**src/rtl/regfile_pkg.sv**
```systemverilog
// Shared definitions for the parameterised register file.
// Holds the two-state controller encoding and the default sizing constants
// used by regfile_param and rf_read_port.
package regfile_pkg;

   // Controller states: CLEAR walks every entry to zero, READY serves traffic
   typedef enum logic {
      RF_CLEAR = 1'b0,
      RF_READY = 1'b1
   } rfState_t;

   // Default sizing of the register file
   localparam int RF_DATA_W   = 32;
   localparam int RF_ADDR_W   = 5;
   localparam int RF_NUM_RD   = 2;
   localparam int RF_ZERO_REG = 1;

endpackage

```
**src/rtl/rf_read_port.sv**
```systemverilog
// One combinational read port of the register file.
// Picks between the stored entry, the in-flight write data (write-through
// bypass) and a forced zero (busy, or protected entry 0).
// Ports:
//   busy       - clear sequence running; forces the output to zero
//   bypassEn   - a write is actually landing this cycle (already qualified)
//   writeReg   - address of that write
//   writeData  - data of that write
//   addr       - address presented on this port
//   storedData - array contents at addr
//   data       - resolved read data
module rf_read_port
   import regfile_pkg::*;
#(
   parameter int DATA_W   = RF_DATA_W,
   parameter int ADDR_W   = RF_ADDR_W,
   parameter int ZERO_REG = RF_ZERO_REG
) (
   input  logic              busy,
   input  logic              bypassEn,
   input  logic [ADDR_W-1:0] writeReg,
   input  logic [DATA_W-1:0] writeData,
   input  logic [ADDR_W-1:0] addr,
   input  logic [DATA_W-1:0] storedData,
   output logic [DATA_W-1:0] data
);

   // Priority: busy blanks everything, then the zero register wins over any
   // bypass or stale contents, then a matching write is forwarded so the
   // reader sees the new value in the same cycle, else the array is used.
   always_comb begin
      data = '0;
      if (!busy) begin
         if ((ZERO_REG != 0) && (addr == '0)) begin
            data = '0;
         end else if (bypassEn && (writeReg == addr)) begin
            data = writeData;
         end else begin
            data = storedData;
         end
      end
   end

endmodule

```
**src/rtl/regfile_param.sv**
```systemverilog
// Parameterised multi-read, single-write register file with a self-clearing
// start-up sequence.
// After reset the controller spends exactly DEPTH cycles zeroing one entry per
// cycle (busy=1, reads return 0, writes ignored), then enters READY.
// Ports:
//   clk       - sole clock, rising edge
//   rst       - synchronous active-high reset; restarts the clear sequence
//   regWrite  - write enable
//   writeReg  - write address
//   writeData - write data
//   readAddr  - NUM_RD packed read addresses, port k at [k*ADDR_W +: ADDR_W]
//   readData  - NUM_RD packed read results, port k at [k*DATA_W +: DATA_W]
//   busy      - high while the clear sequence runs
module regfile_param
   import regfile_pkg::*;
#(
   parameter int DATA_W   = RF_DATA_W,
   parameter int ADDR_W   = RF_ADDR_W,
   parameter int NUM_RD   = RF_NUM_RD,
   parameter int ZERO_REG = RF_ZERO_REG
) (
   input  logic                     clk,
   input  logic                     rst,
   input  logic                     regWrite,
   input  logic [ADDR_W-1:0]        writeReg,
   input  logic [DATA_W-1:0]        writeData,
   input  logic [NUM_RD*ADDR_W-1:0] readAddr,
   output logic [NUM_RD*DATA_W-1:0] readData,
   output logic                     busy
);

   localparam int DEPTH = 2 ** ADDR_W;

   rfState_t          state;
   rfState_t          nextState;
   logic [ADDR_W-1:0] clrCnt;
   logic [ADDR_W-1:0] nextCnt;
   logic              writeOk;
   logic [DATA_W-1:0] mem [DEPTH];

   // State and clear-counter register. Reset always restarts the sweep from
   // entry 0, even when it arrives halfway through a previous sweep.
   always_ff @(posedge clk) begin
      if (rst) begin
         state  <= RF_CLEAR;
         clrCnt <= '0;
      end else begin
         state  <= nextState;
         clrCnt <= nextCnt;
      end
   end

   // Next-state logic. The counter wraps to zero on the same edge that clears
   // the last entry, which is exactly when we leave CLEAR, so READY always
   // finds it back at zero for the next sweep.
   always_comb begin
      nextState = state;
      nextCnt   = clrCnt;
      case (state)
         RF_CLEAR: begin
            nextCnt = clrCnt + 1'b1;
            if (clrCnt == {ADDR_W{1'b1}}) begin
               nextState = RF_READY;
            end
         end
         RF_READY: begin
            nextState = RF_READY;
         end
         default: begin
            nextState = RF_CLEAR;
         end
      endcase
   end

   // Busy comes straight from the registered state, so it is glitch-free and
   // independent of any input this cycle.
   always_comb begin
      busy = (state == RF_CLEAR);
   end

   // A write only counts when we are serving traffic and it does not target
   // the hard-wired zero entry. Readers use the same qualifier for bypass so
   // the forwarded value always matches what will be stored.
   always_comb begin
      writeOk = (state == RF_READY) && regWrite &&
                !((ZERO_REG != 0) && (writeReg == '0));
   end

   // Single write port into the storage array. No reset on the array itself
   // so it maps onto distributed RAM; zeroing is done by the clear sweep, and
   // an edge with rst high never modifies the array.
   always_ff @(posedge clk) begin
      if (!rst) begin
         if (state == RF_CLEAR) begin
            mem[clrCnt] <= '0;
         end else if (writeOk) begin
            mem[writeReg] <= writeData;
         end
      end
   end

   // One independent read port per requested reader.
   for (genvar k = 0; k < NUM_RD; k++) begin : g_rdPort
      rf_read_port #(
         .DATA_W   (DATA_W),
         .ADDR_W   (ADDR_W),
         .ZERO_REG (ZERO_REG)
      ) u_rdPort (
         .busy       (busy),
         .bypassEn   (writeOk),
         .writeReg   (writeReg),
         .writeData  (writeData),
         .addr       (readAddr[k*ADDR_W +: ADDR_W]),
         .storedData (mem[readAddr[k*ADDR_W +: ADDR_W]]),
         .data       (readData[k*DATA_W +: DATA_W])
      );
   end

endmodule

```
**config.mk**
```make
export PLATFORM = sky130hd
export DESIGN_NAME = regfile_param
export DESIGN_NICKNAME = d
export VERILOG_FILES = /design/src/rtl/regfile_pkg.sv /design/src/rtl/rf_read_port.sv /design/src/rtl/regfile_param.sv
export SDC_FILE = /design/constraint.sdc
export NUM_CORES = 1
export LEC_CHECK = 0
export ABC_CLOCK_PERIOD_IN_PS = 5300
export CAP_MARGIN = 30
export CORE_MARGIN = 2
export CORE_UTILIZATION = 53
export CTS_CLUSTER_SIZE = 30
export DETAILED_ROUTE_END_ITERATION = 12
export PLACE_DENSITY_LB_ADDON = 0.25
export SYNTH_ARGS = -nofsm -noshare
export SYNTH_HDL_FRONTEND = slang
export SYNTH_SLANG_ARGS = --single-unit
```
**constraint.sdc**
```tcl
create_clock -name clk -period 5.3 [get_ports clk]
set_clock_uncertainty 0.2 [all_clocks]
set_input_delay 1.325 -clock clk [delete_from_list [all_inputs] [get_ports clk]]
set_output_delay 1.325 -clock clk [all_outputs]
set_load 0.1 [all_outputs]
```
# --- Yosys cells after proc, flatten, opt, wreduce, memory -nomap -nowiden ---
# Memory sizes are Yosys's and may differ from the RTL's.
# Cells that the tools add are included.
word_totals:
  reg_bits: 6
  word_cells: 35
  output_inout_bits: 65
  inputBits: 50
  memories: 1
  ram_bits: 1024
memory_table:
  columns: ["memory", "depth", "width", "rd", "rd_ports_with_merged_regs", "wr", "line", "text"]
  rows:
  - ["mem", 32, 32, 2, 0, 1, "regfile_param.sv:39", "logic [DATA_W-1:0] mem [DEPTH];"]
classes:
  mux: 18
  n_bitwise: 1
  reduce_logical: 9
  addsub: 1
  eq_ne: 3
op_table:
  columns: ["operator", "n"]
  rows:
  - ["two-way mux 32 bit", 7]
  - ["OR reduction 32 bit", 1]
  - ["zero test 5 bit", 3]
  - ["== test 5 bit", 2]
  - ["two-way mux 1 bit", 9]
  - ["adder 5 x 1 -> 5 bit, second input constant", 1]
  - ["== test 5 bit, second input constant", 1]
  - ["two-way mux 5 bit", 1]
  - ["logical AND 1 bit", 4]
  - ["case mux 1 bit (2 select lines)", 1]
  - ["zero test 1 bit", 1]
  - ["NOT 1 bit", 1]

# --- Logic depth before layout (Yosys ltp) ---
# Gate-level depths: netlist of run 1.
logic_depth:
  ltp_word: 9
  ltp_mapped: 9
  depth_no_buf: 5

# --- Hierarchy ---
# From an unflattened synthesis of run 1, not the netlist that was laid out.
unflattened:
  hier_cells: 3724
  hier_area_um2: 50606.0
modules_own_cells:
  columns: ["mod", "cells_each", "n_inst", "area_each_um2"]
  rows:
  - ["regfile_param", 3478, 1, 49314.8]
  - ["rf_read_port", 123, 2, 645.6]

# --- Worst setup path before layout of run 1 ---
# No wires, ideal clock.
synth_path:
  path_kind: "input port to output port"
  startpoint: "input writeReg[4]"
  endpoint: "output readData[21]"
  stages: 7
  arrival_time_ns: 3.722
  required_ns: 3.775
  setup_slack_ns: 0.053
  path_cell_list: "buf_2 -> or4_4 -> o211ai_2 -> nor3_2 -> a2111oi_4 -> buf_6 -> a221o_1"
synth_between:
  elab_chain_len: 7
  elab_cells_between_ends: 8
synth_rtl:
  columns: ["item", "line", "text"]
  rows:
  - ["from (decl)", "regfile_param.sv:25", "input logic [ADDR_W-1:0] writeReg,"]
  - ["zero test 5 bit", "regfile_param.sv:86", "!((ZERO_REG != 0) && (writeReg == '0));"]
  - ["zero test 1 bit", "regfile_param.sv:86", null]
  - ["logical AND 1 bit", "regfile_param.sv:85", "writeOk = (state == RF_READY) && regWrite &&"]
  - ["logical AND 1 bit (*)", "rf_read_port.sv:36", "end else if (bypassEn && (writeReg == addr)) begin"]
  - ["two-way mux 32 bit (*)", "rf_read_port.sv:36", null]
  - ["two-way mux 32 bit (*)", "rf_read_port.sv:34", "if ((ZERO_REG != 0) && (addr == '0)) begin"]
  - ["two-way mux 32 bit (*)", "rf_read_port.sv:33", "if (!busy) begin"]
  - ["to (decl)", "regfile_param.sv:28", "output logic [NUM_RD*DATA_W-1:0] readData,"]
# Mark *: on every way between the ends. The rest lies on a longest branch, timed or not.

# --- Worst setup path after layout of run 1 ---
layout_path:
  startpoint: "input writeReg[4]"
  endpoint: "output readData[51]"
# Same word-level chain as after synthesis.

==> results of run 1 <==
registers in the layout (all words and copies together), names as in the netlist:
name    count
state       1
mem      1024
clrCnt      5
power groups by stage:
stage / clock network [µW] / logic, µW / registers (µW)
floorplan: 0 / 726 / 9080
global placement: 0 / 1280 / 9080
detailed placement: 0 / 1290 / 9080
CTS: 7320 / 1300 / 8910
global route: 7640 / 1360 / 8910
finish: 7270 / 1320 / 8910
synth_stat cells, types with 3 or more instances:
master       n  share of area
buf_1       16         0.0012
a211oi_1   100          0.016
buf_6        4        0.00093
clkbuf_1   110         0.0085
mux2i_1    134          0.028
o21ai_0     31         0.0032
a221o_1     62          0.013
a211o_1      3        0.00054
inv_1        5        0.00039
a21oi_1     64         0.0066
buf_2       84         0.0087
nor2_1      52         0.0040
nor2b_1     79          0.010
nand2b_1     6        0.00078
edfxtp_1  1024           0.64
xnor2_1     11         0.0020
mux4_2     481           0.22
a221oi_1    31         0.0056
a22oi_1     91          0.014
o2111a_1     3        0.00070
nor3_1       4        0.00041
dfxtp_1      6         0.0025
and2_1      34         0.0044
nand2_1     41         0.0032
nand3_1      3        0.00031
area by class of cell:
type / instances / area [µm²] / share of cell area
clock buffer: 133 / 2780 / 0.0477
sequential: 1030 / 30900 / 0.531
multi-input combinational: 1253 / 16900 / 0.290
tap: 1176 / 1470 / 0.0253
timing repair buffer: 445 / 5540 / 0.0953
clock inverter: 61 / 583 / 0.0100
inverter: 6 / 22.5 / 0.000387
routing by layer:
| layer | wire, µm | share of wire |
|---|---|---|
| met5 | 17 | 0.00011 |
| met4 | 6820 | 0.046 |
| met3 | 18300 | 0.12 |
| met2 | 71900 | 0.48 |
| met1 | 52300 | 0.35 |
worst reg2reg max path: stages, from the launching register on:
cell and delay, ns:
dfxtp_1 0.84, o2111a_2 0.60, buf_4 0.55, and2_1 0.88
logic make-up (layout without fill, tap and decap cells):
kind of cell | count (synthesis) | count (layout) | share of synthesized area
adders and majority gates | 2 | 2 | 0.000518
muxes | 617 | 617 | 0.252
buffers and inverters | 222 | 645 | 0.0202
DFF | 1030 | 1030 | 0.639
xor gates and xnor gates | 13 | 13 | 0.00236
AOI/OAI and AO/OA | 394 | 394 | 0.0611
and+or+nand+nor | 227 | 227 | 0.0250
stage by stage:
step	util	cells	hold slack, ns
floorplan	-	2505	0.344
global placement	0.605	3903	0.372
detailed placement	0.605	3903	0.395
CTS	0.644	4101	0.413
global route	0.645	4104	0.481
finish	0.645	4104	0.414
final timing paths:
| kind | start | endpoint | slack, ns | cells past startpoint |
|---|---|---|---|---|
| max | writeReg[4] | readData[51] | 0.04 | 12 |
| min reg2reg | clrCnt[1]$_SDFFE_PP0N_ | clrCnt[1]$_SDFFE_PP0N_ | 0.41 | 2 |
| max reg2reg | state$_SDFF_PP0_ | mem[20][24]$_DFFE_PP_ | 1.88 | 3 |
| min | clrCnt[1]$_SDFFE_PP0N_ | clrCnt[1]$_SDFFE_PP0N_ | 0.41 | 2 |
timing repair:
| item | 4_1_cts | 5_1_grt |
|---|---|---|
| endpoints found under the setup margin | 64 | 41 |
| hold endpoints to repair | 0 | 0 |
| setup buffers | 3 | 0 |
| cloned | 1 | 0 |
| resized for setup | 16 | 9 |
| pin swaps | 6 | 7 |
==> run_results.csv, run 1 <==
group,metric,value,unit
place,dp_slack,-0.382,ns
place,gp_congestion,0.899,
critical_path,crit_family,"buffers and inverters",
run,maxCapViolCount,0,
sta,max-slew-margin-rel,0.333,
critical_path,crit_path_end_kind,"primary output",
global_route,gr-usage-met3,0.0850,
global_route,grt-ovfl-total,0,
logic_synthesis,synthesis.nets,2557,
critical_path,cp_max_fo,13,
critical_path,worstPathRequired,3.77,ns
logic_synthesis,synthCells,2505,
sta,fin_crit,5.26,ns
logic_synthesis,async_flop_share,0,
critical_path,path_class,"in -> out",
sta,setup_violations,0,
critical_path,worst_path_max_delay_cell,"or4_4",
drt,drc,0,
pwr,power.share.sequential,0.509,
critical_path,crit_top_cell,"buf_12",
logic_synthesis,synth_flop_cell,"edfxtp_1",
clock_network,cts_made_buffers,106,
cells_and_area,syn_to_final_growth,20.3,%
pwr,pwr-share-comb,0.075,
cells_and_area,nets,2894,
sta,rsz0062_at_grt,"yes",
global_route,gr-usage-met1,0.428,
pwr,ir_drop,0.288,mV
pwr,power_switching,3860,µW
pwr,cellPowerDensity,301,nW/µm²
logic_synthesis,seq_area_frac_synth,0.639,
global_route,grt_antenna_before_repair,2,
cells_and_area,drive_gt1_frac,0.374,
place,place_area,54500,µm²
clock_network,tritoncts,"done",
logic_synthesis,synth_edf_count,1024,
floorplan,rows,110,
sta,fin_crit_sh,0.992,
cells_and_area,final_area,58100,µm²
critical_path,cp_slowest_stage_delay,0.53,ns
drt,viasPerCell,7.24,
logic_synthesis,yosysWarnings,0,
clock_network,htree_levels,3,
sta,fin_ws,0.0416,ns
clock_network,cts_root_buf,"clkbuf_16",
sta,max_freq,190,MHz
cells_and_area,layout_common_cells,"edfxtp_1, mux4_2, buf_4, buf_12, mux2i_1",
floorplan,core_area,90100,µm²
floorplan,ios,115,
floorplan,start_util,0.536,
drt,ant_nets,0,
logic_synthesis,synth_area,48300,µm²
drt,drt-pass1-iter-count,6,
global_route,grt_use_total,0.323,
cells_and_area,final_common_cell,"edfxtp_1",
critical_path,cp_num_buf_inv,7,
global_route,grtUsageMet2,0.512,
cells_and_area,antenna_cells,0,
sta,hold_viol_final,0,
outcome,status,"finished, final reports clean",
clock_network,clk_pin_slew,0.06,ns
clock_network,clockBufferDepth,3,
drt,wirelength,149,mm
drt,wire_per_inst,36.4,µm
critical_path,cp.arrival,3.73,ns
sta,setup_tns,0,ns
global_route,grt_max_degree,42,
global_route,grt-busiest-layer,"met2",
logic_synthesis,ys_ff_latch,1030,
pwr,clkPwrFrac,0.416,
drt,drt_first_iter_violations,4005,
critical_path,cp-start-kind,"primary input",
pwr,p_int,13600,µW
pwr,swShare,0.220,
pwr,power,17500,µW
logic_synthesis,synth_cell_type_count,44,
floorplan,die_area,93600,µm²
cells_and_area,filler_cell_count,5895,
global_route,grt_pass1_wl,215,mm
min_path,hold_class,"reg -> reg",
floorplan,die_y,306,µm
place,port_buffers,114,
place,post-dp-hpwl,94.3,mm
global_route,grt_pass1_vias,30500,
pwr,p_leak,0.0173,µW
clock_network,clkSinkCount,1030,
sta,final_max_slew_viol_count,0,
clock_network,clk-insertion-delay-late,0.66,ns
floorplan,dieWidth,306,µm
critical_path,worstPathCellList,"dlygate4sd2_1, buf_6, or4_4, o21ai_4, buf_6, buf_4, o311ai_4, buf_12, buf_12, a21oi_1, a221o_1, buf_12",
sta,worst_slew_pin_slew,1.00,ns
drt,vias,29700,
logic_synthesis,postSynthAreaPerCell,19.3,µm²
clock_network,ctsHoldBuffers,0,
Note: power is estimated with default switching activity, not from simulation.
==> run 2, diff against run 1 <==
--- a/config.mk
+++ b/config.mk
@@ -9,9 +9,11 @@
 export CAP_MARGIN = 30
 export CORE_MARGIN = 2
 export CORE_UTILIZATION = 53
-export CTS_CLUSTER_SIZE = 30
+export CTS_CLUSTER_SIZE = 10
 export DETAILED_ROUTE_END_ITERATION = 12
 export PLACE_DENSITY_LB_ADDON = 0.25
+export RECOVER_POWER = 100
+export SKIP_CTS_REPAIR_TIMING = 1
 export SYNTH_ARGS = -nofsm -noshare
 export SYNTH_HDL_FRONTEND = slang
 export SYNTH_SLANG_ARGS = --single-unit
==> run 2 against run 1 <==
Compared with the run above:
- the flow now finishes with violations (capacitance limit, slew limit)
- total power decreased by 2.3%
- sequential power about the same
- first-iteration DRC count up 4.9%
- via count down 0.28%
- clock-buffer cell count unchanged
- core utilization down 0.39 points
- largest cell class unchanged
- die area unchanged
- routed wire length hardly changed
- flip-flop and latch count stayed put
- critical path depth shrank 4
==> run_results.csv, run 2 (same netlist as run 1, synthesis figures left out) <==
group,metric,value,unit
outcome,status,"finished with violations",
outcome,violations,"capacitance limit, slew limit",
critical_path,cp.arrival,3.76,ns
clock_network,cts_root_buf,"clkbuf_16",
critical_path,ff2ff_path_depth,3,
drt,wire_per_inst,36.9,µm
critical_path,cp-startpoint,"writeReg[0]",
drt,wirelength,149,mm
global_route,grt-ovfl-total,0,
cells_and_area,final_common_cell,"edfxtp_1",
floorplan,dieWidth,306,µm
floorplan,ios,115,
global_route,grt_use_total,0.323,
sta,final_max_slew_viol_count,31,
pwr,swShare,0.216,
global_route,grt_pass1_vias,30700,
sta,fin_crit,5.28,ns
floorplan,rows,110,
critical_path,crit_path_end_kind,"primary output",
clock_network,clkSinkCount,1030,
global_route,grt_antenna_before_repair,1,
drt,drc,0,
sta,max_freq,189,MHz
place,port_buffers,114,
cells_and_area,syn_to_final_growth,19.5,%
critical_path,crit-reg2reg-launch,"state$_SDFF_PP0_",
min_path,hold_depth,2,
pwr,power.share.sequential,0.522,
clock_network,cts_made_buffers,114,
cells_and_area,antenna_cells,0,
cells_and_area,filler_cell_count,5880,
clock_network,clockBufferDepth,3,
critical_path,cp_max_fo,5,
pwr,cellPowerDensity,296,nW/µm²
cells_and_area,top_regs,"mem (1024), clrCnt (5), state (1)",
sta,max-slew-margin-rel,-0.482,
floorplan,die_area,93600,µm²
critical_path,worstPathRequired,3.77,ns
clock_network,htree_levels,3,
cells_and_area,largest_reg_flops,1024,
floorplan,core_area,90100,µm²
sta,hold_viol_final,0,
sta,rsz0062_at_grt,"yes",
sta,fin_crit_sh,0.996,
global_route,grt_max_degree,42,
clock_network,tritoncts,"done",
drt,ant_nets,0,
min_path,hold_class,"reg -> reg",
pwr,ir_drop,0.261,mV
drt,drt-pass1-iter-count,5,
floorplan,start_util,0.536,
cells_and_area,layout_common_cells,"edfxtp_1, mux4_2, buf_4, buf_12, mux2i_1",
place,gp_congestion,0.899,
floorplan,die_y,306,µm
sta,setup_violations,0,
sta,worst_slew_pin_slew,2.22,ns
cells_and_area,nets,2902,
drt,viasPerCell,7.31,
drt,drt_first_iter_violations,4203,
min_path,hp-start,"clrCnt[1]$_SDFFE_PP0N_",
run,maxCapViolCount,1,
pwr,p_leak,0.0172,µW
clock_network,clk-insertion-delay-late,0.68,ns
cells_and_area,finish.utilization,0.641,
global_route,grt_pass1_wl,216,mm
pwr,pwr-share-comb,0.077,
cells_and_area,regMostFlops,"mem",
pwr,clkPwrFrac,0.402,
critical_path,path_class,"in -> out",
clock_network,clk_pin_slew,0.05,ns
place,post-dp-hpwl,94.3,mm
cells_and_area,drive_gt1_frac,0.369,
place,place_area,54500,µm²
drt,vias,29600,
critical_path,cp-start-kind,"primary input",
pwr,power_switching,3700,µW
cells_and_area,final_area,57800,µm²
pwr,p_int,13400,µW
## run 2: cell count changes in the layout (fill, tap and decap cells not counted), sizes merged
cell / delta
dlygate4sd3: +1
dlymetal6s2s: +2
clkinv: -41
dlygate4sd2: -3
buf: -1
clkinvlp: -5
bufbuf: -1
inv: +2
bufinv: -9
clkbuf: +2
## run 2: path summary, 6_finish.rpt
check / end / slack [ns]
setup reg to reg: mem[12][24]$_DFFE_PP_ / 0.74
setup / recovery: readData[62] / 0.02
hold reg to reg: clrCnt[1]$_SDFFE_PP0N_ / 0.41
hold / removal: clrCnt[1]$_SDFFE_PP0N_ / 0.41
## run 2: per-stage QoR
stage          total power (µW)  hold slack, ns  std cells  setup slack [ns]  TNS [ns]
6_report                  17100           0.411       4051            0.0190         0
5_1_grt                   17500           0.480       4051           -0.0383   -0.0975
4_1_cts                   17100           0.413       4044            -0.390    -14.71
3_5_place_dp              10400           0.395       3903            -0.382    -14.25
3_3_place_gp              10400           0.372       3903            -0.301    -11.54
2_1_floorplan              9800           0.344       2505            0.0527         0
## run 2: layout make-up
| cell class | count | area (µm²) | share of cell area |
|---|---|---|---|
| Tap cell | 1176 | 1470 | 0.0255 |
| Inverter | 6 | 22.5 | 0.000390 |
| Multi-Input combinational cell | 1253 | 16900 | 0.292 |
| Clock buffer | 133 | 2990 | 0.0517 |
| Clock inverter | 8 | 66.3 | 0.00115 |
| Timing Repair Buffer | 445 | 5520 | 0.0956 |
| Sequential cell | 1030 | 30900 | 0.534 |
## run 2: routing by layer
layer	global-route usage	up-vias	share of wire
met5	0	-	0
met4	0.131	0	0.046
met3	0.0839	428	0.13
met2	0.513	2241	0.48
met1	0.431	15500	0.35
li1	-	11500	-
## run 2: critical path, stage by stage
cell	delay (ns)
clkdlybuf4s50_1	0.70
xnor2_1	0.17
nand3_1	0.20
buf_4	0.21
nor3_4	0.46
o2111a_1	0.29
a211o_1	0.20
buf_12	0.20
## run 2: power groups by stage
stage	clock, µW	combinational (µW)	sequential, µW
finish	6870	1310	8920
global route	7230	1360	8920
CTS	6920	1300	8920
detailed placement	0	1290	9080
global placement	0	1280	9080
floorplan	0	726	9080
